`src/rtl/useq.sv`:
```
// useq: microprogrammed control sequencer with a writable microcode store and an opcode dispatch map.
// Optional CALL/RET return register enabled by defining USEQ_CALL_EN.
module useq #(
  parameter int CTRL_W = 16,
  parameter int DEPTH  = 128,
  parameter int OPC_W  = 4,
  parameter int FLAG_W = 2,
  localparam int AW    = $clog2(DEPTH),
  localparam int CSW   = $clog2(FLAG_W),
  localparam int MW    = 3 + CSW + AW + CTRL_W
) (
  input  logic              clock,
  input  logic              n_reset,
  input  logic              start,
  input  logic              stall,
  input  logic [OPC_W-1:0]  opcode,
  input  logic [FLAG_W-1:0] flags,
  input  logic              wr_en,
  input  logic              wr_map,
  input  logic [AW-1:0]     wr_addr,
  input  logic [MW-1:0]     wr_data,
  output logic [CTRL_W-1:0] ctrl,
  output logic [AW-1:0]     upc,
  output logic              busy
);

  typedef enum logic [0:0] {S_IDLE = 1'b0, S_RUN = 1'b1} state_e;

  localparam logic [2:0] SEQ_NEXT     = 3'd0;
  localparam logic [2:0] SEQ_JUMP     = 3'd1;
  localparam logic [2:0] SEQ_BRANCH   = 3'd2;
  localparam logic [2:0] SEQ_DISPATCH = 3'd3;
  localparam logic [2:0] SEQ_END      = 3'd4;
  localparam logic [2:0] SEQ_HALT     = 3'd5;
`ifdef USEQ_CALL_EN
  localparam logic [2:0] SEQ_CALL     = 3'd6;
  localparam logic [2:0] SEQ_RET      = 3'd7;
`endif

  state_e              state_q, state_d;
  logic [AW-1:0]       upc_q, upc_d, upc_inc_s;
  logic [MW-1:0]       store_q [DEPTH];
  logic [AW-1:0]       map_q [2**OPC_W];
  logic [MW-1:0]       word_s;
  logic [2:0]          seq_s;
  logic [CSW-1:0]      csel_s;
  logic [AW-1:0]       addr_s;
  logic                flag_s;
  logic                wr_ok_s;
`ifdef USEQ_CALL_EN
  logic [AW-1:0]       ret_q, ret_d;
`endif

  // Zero-latency fetch: the word at the current micro-PC is decoded combinationally.
  assign word_s    = store_q[upc_q];
  assign seq_s     = word_s[MW-1 -: 3];
  assign csel_s    = word_s[CTRL_W+AW +: CSW];
  assign addr_s    = word_s[CTRL_W +: AW];
  assign upc_inc_s = upc_q + AW'(1'b1);
  assign wr_ok_s   = n_reset && wr_en && (state_q == S_IDLE);

  // Condition select; out-of-range selectors fall back to flag 0.
  always_comb begin
    flag_s = flags[0];
    if (int'(csel_s) < FLAG_W) begin
      flag_s = flags[csel_s];
    end else begin
      flag_s = flags[0];
    end
  end

  // Load port into microcode store and dispatch map (contents are not reset).
  always_ff @(posedge clock) begin
    if (wr_ok_s && !wr_map) begin
      store_q[wr_addr] <= wr_data;
    end
    if (wr_ok_s && wr_map) begin
      map_q[OPC_W'(wr_addr)] <= wr_data[AW-1:0];
    end
  end

  // Sequencer state and micro-PC registers.
  always_ff @(posedge clock) begin
    if (!n_reset) begin
      state_q <= S_IDLE;
      upc_q   <= {AW{1'b0}};
    end else begin
      state_q <= state_d;
      upc_q   <= upc_d;
    end
  end

`ifdef USEQ_CALL_EN
  // Single-level return address register.
  always_ff @(posedge clock) begin
    if (!n_reset) begin
      ret_q <= {AW{1'b0}};
    end else begin
      ret_q <= ret_d;
    end
  end
`endif

  // Next-state and micro-PC sequencing.
  always_comb begin
    state_d = state_q;
    upc_d   = upc_q;
`ifdef USEQ_CALL_EN
    ret_d   = ret_q;
`endif
    case (state_q)
      S_IDLE: begin
        if (start) begin
          state_d = S_RUN;
          upc_d   = {AW{1'b0}};
        end else begin
          state_d = S_IDLE;
        end
      end
      S_RUN: begin
        if (stall) begin
          state_d = S_RUN;
        end else begin
          case (seq_s)
            SEQ_NEXT:     upc_d = upc_inc_s;
            SEQ_JUMP:     upc_d = addr_s;
            SEQ_BRANCH:   upc_d = flag_s ? addr_s : upc_inc_s;
            SEQ_DISPATCH: upc_d = map_q[opcode];
            SEQ_END:      upc_d = {AW{1'b0}};
            SEQ_HALT: begin
              state_d = S_IDLE;
              upc_d   = {AW{1'b0}};
            end
`ifdef USEQ_CALL_EN
            SEQ_CALL: begin
              ret_d = upc_inc_s;
              upc_d = addr_s;
            end
            SEQ_RET:      upc_d = ret_q;
`endif
            default:      upc_d = upc_inc_s;
          endcase
        end
      end
      default: begin
        state_d = S_IDLE;
        upc_d   = {AW{1'b0}};
      end
    endcase
  end

  assign ctrl = (state_q == S_RUN) ? word_s[CTRL_W-1:0] : {CTRL_W{1'b0}};
  assign upc  = upc_q;
  assign busy = (state_q == S_RUN);

endmodule
```
`config.mk`:
```
export PLATFORM = sky130hd
export DESIGN_NAME = useq
export DESIGN_NICKNAME = d
export VERILOG_FILES = /design/src/rtl/useq.sv
export SDC_FILE = /design/constraint.sdc
export NUM_CORES = 2
export LEC_CHECK = 0
export CAP_MARGIN = 30
export CORE_MARGIN = 5
export CORE_UTILIZATION = 60
export DETAILED_ROUTE_END_ITERATION = 7
export PLACE_DENSITY_LB_ADDON = 0.05
export REMOVE_ABC_BUFFERS = 1
export SLEW_MARGIN = 30
export SYNTH_ARGS = -nofsm -noshare
export SYNTH_HDL_FRONTEND = slang
export SYNTH_SLANG_ARGS = --single-unit
```
`constraint.sdc`:
```
create_clock -name clock -period 7.3 [get_ports clock]
set_clock_uncertainty 0.05 [all_clocks]
set_input_delay 0.73 -clock clock [delete_from_list [all_inputs] [get_ports clock]]
set_output_delay 0.73 -clock clock [all_outputs]
set_load 0.02 [all_outputs]
```
==> impl_metrics.tcl <==
set metrics [dict create \
    status "completed" \
    yosys_warnings 0 \
    root_buffer "clkbuf_16" \
    grt_util_met1_pct 47.2 \
    async_reset_ff_share_pct 0 \
    core_um2 227000 \
    dieArea_um2 238000 \
    critPathRequiredTime_ps 6520 \
    min_period_ps 6250 \
    grt-ovfl-total 0 \
    top_usage_layer "met1" \
    hold-worst-slack_ps 166 \
    antenna_found_initial 26 \
    worstSetupPathType "reg -> out" \
    max_freq_ghz 0.160 \
    synth_top_family_by_area "multiplexers" \
    drtIter0Drc 9798 \
    ys_types 62 \
    start_util_pct 60.2 \
    finish.instance_area_um2 157000 \
    remaining_drc_errors 0 \
    r2r_slack_ps 2180 \
    synthSimpleGateAreaFrac_pct 0.995 \
    rsz0062_at_grt "false" \
    reg2reg_depth 11 \
    final_hold_viol_count 0 \
    cp.arrival_ps 5470 \
    layout_commonest_cell "edfxtp_1" \
    cts_tree "yes" \
    holdBufCountCts 0 \
    rows 175 \
    grt.total_usage_pct 30.7 \
    vdd_ir_drop_max_mv 0.284 \
    cts_max_path_buffers 4 \
    relSlewSlack_pct 30.5 \
    synth_edf_count 3568 \
    place_area_um2 145000 \
    post_cts_buffers 0 \
    critPathLaunchType "flop" \
    vias 64708 \
    tns_ps 0 \
    synth_compound_area_share_pct 0.688 \
    fillers 13653 \
    worst_slew_pin_slew_ps 1010 \
    io-pin-count 70 \
    ys.flop_type "edfxtp_1" \
    firstDrtPassIters 6 \
    nNetsFinal 5997 \
    grt_pass1_vias 63421 \
    grt_pass1_wl_um 503000 \
    min-delay-start "wr_data[19]" \
    dp.final_hpwl_um 220000 \
    crit_path_max_fanout 47 \
    whs_endpoint "store_q[2][19]" \
    power.leakage_nw 47.2 \
    viasPerCell 7.02 \
    power_density_nw_per_um2 274 \
    grt_max_degree 99 \
    cts.sink_count 3583 \
    synthXorXnorAreaFrac_pct 0.0320 \
    layout-drive-gt1-share_pct 33.3 \
    io_buffers 69 \
    die_h_um 488 \
    grt_use_met3_pct 6.66 \
    avgRoutedWirePerCell_um 38.9 \
    syn_avg_cell_area_um2 24.8 \
    hold_path_class "in -> reg" \
    grt_use_met2_pct 45.4 \
    cts_max_level 5 \
    end_kind "output port" \
    synth_mux_area_share_pct 18.7 \
    post-route-period-util_pct 85.6 \
    cts_resized 0 \
    cap_violations 0 \
    ys_ff_latch 3583 \
    synthToLayoutAreaGrowth_pct 14.4 \
    postSynthCellCount 5507 \
    yosysSeqAreaShare_pct 78.5 \
    final_cell_mix "edfxtp_1 (3,568), mux4_2 (1,114), clkbuf_16 (373)" \
    clk_pin_slew_ps 60 \
    syn-cell-area_um2 137000 \
    final_max_slew_viol_count 0 \
    hold_depth 1 \
    fp.dieW_um 488 \
    synth_adder_area_share_pct 0.00914 \
    numCtsBuffers 365 \
    setup_viol 0 \
    finalWeightedCongestion 0.862 \
    ant_nets 0 \
    clk-insertion-delay-late_ps 960 \
    finalWirelength_um 359000 \
]
[metal layers]
metal / wire length [µm] / part of all wire (%) / up-vias
met5: 58 / 0.016 / -
met4: 12300 / 3.4 / 8
met3: 37300 / 10 / 527
met2: 166000 / 46 / 3839
met1: 143000 / 40 / 35437
li1: - / - / 24897
[state kept, by name, summed over array words and instances, names as in the netlist, named ones only]
register  flops
map_q       112
store_q    3456
upc           7
busy          1
[synth_stat cells, drive strengths merged, types with 3 or more instances]
master   number  share of area, %
nand4         4             0.018
xor2          3             0.019
a221o         6             0.044
nor2b        17             0.078
a2111oi       3             0.019
nand3        20             0.073
a22oi         9             0.049
a211oi        4             0.022
a22o          3             0.019
buf         158              0.67
o21a          3             0.016
a221oi        3             0.019
nor2        159              0.44
mux4       1114                18
dfxtp        15              0.22
nor3          7             0.026
o21ai        22             0.083
o221ai        3             0.019
nand2b        6             0.027
edfxtp     3568                78
inv          13             0.036
a32oi         4             0.026
a21boi       16             0.088
o22ai        22              0.10
a21oi        12             0.044
nand2        98              0.27
mux2         12             0.099
o211ai        7             0.038
mux2i        37              0.27
clkbuf      126              0.35
[where the power goes]
part	internal [W]	leakage (nW)	switching (W)	total, W
registers	0.0226	32.2	0.0000448	0.0227
clock network	0.0101	5.38	0.00746	0.0175
logic	0.00108	9.61	0.00154	0.00262
total	0.0338	47.2	0.00905	0.0428
[through the flow]
step | instances | util (%) | power [W] | worst slack [ps]
after global routing | 9213 | 68.9 | 0.0441 | 978
after CTS | 9210 | 68.8 | 0.0430 | 1030
final | 9222 | 68.9 | 0.0428 | 1050
after detailed placement | 8590 | 64.0 | 0.0257 | 2070
after global placement | 8476 | 62.7 | 0.0257 | 1860
after floorplan | 5223 | - | 0.0266 | -31470
[worst max-delay path by stage]
stage | from | endpoint | slack [ps] | cells past startpoint
after floorplan | flop | flop | -31470 | 7
after global placement | n_reset | store_q[26][6] | 1860 | 7
after detailed placement | flop | ctrl[12] | 2070 | 7
after CTS | flop | ctrl[12] | 1030 | 7
after global routing | flop | ctrl[11] | 980 | 7
final | flop | ctrl[12] | 1050 | 7
[worst max-delay path, cell delays in order (launching register included)]
cell,delay [ps]
dfxtp_4,1020
buf_12,440
mux4_2,580
mux4_2,630
mux4_2,510
nand2_1,480
a21boi_1,190
clkdlybuf4s50_1,580
[area by class of cell]
type	count	area, µm²	area share (%)
clock buffer	435	9570	6.11
inverter	15	65.1	0.0416
sequential	3583	107000	68.6
clock inverter	185	1440	0.919
tap	3009	3760	2.40
timing repair buffer	360	5230	3.34
multi-input combinational	1625	29000	18.5
antenna	10	25.0	0.0160
[kinds of logic (layout without fill, tap and decap cells)]
kind of cell | Yosys count | after routing
xor+xnor | 5 | 5
fa+ha+maj | 1 | 1
flops | 3583 | 3583
other cells | 0 | 10
simple gates | 324 | 324
mux | 1163 | 1163
buf+inv | 299 | 995
compound gates | 132 | 132
Power figures use the tool's default switching activity.
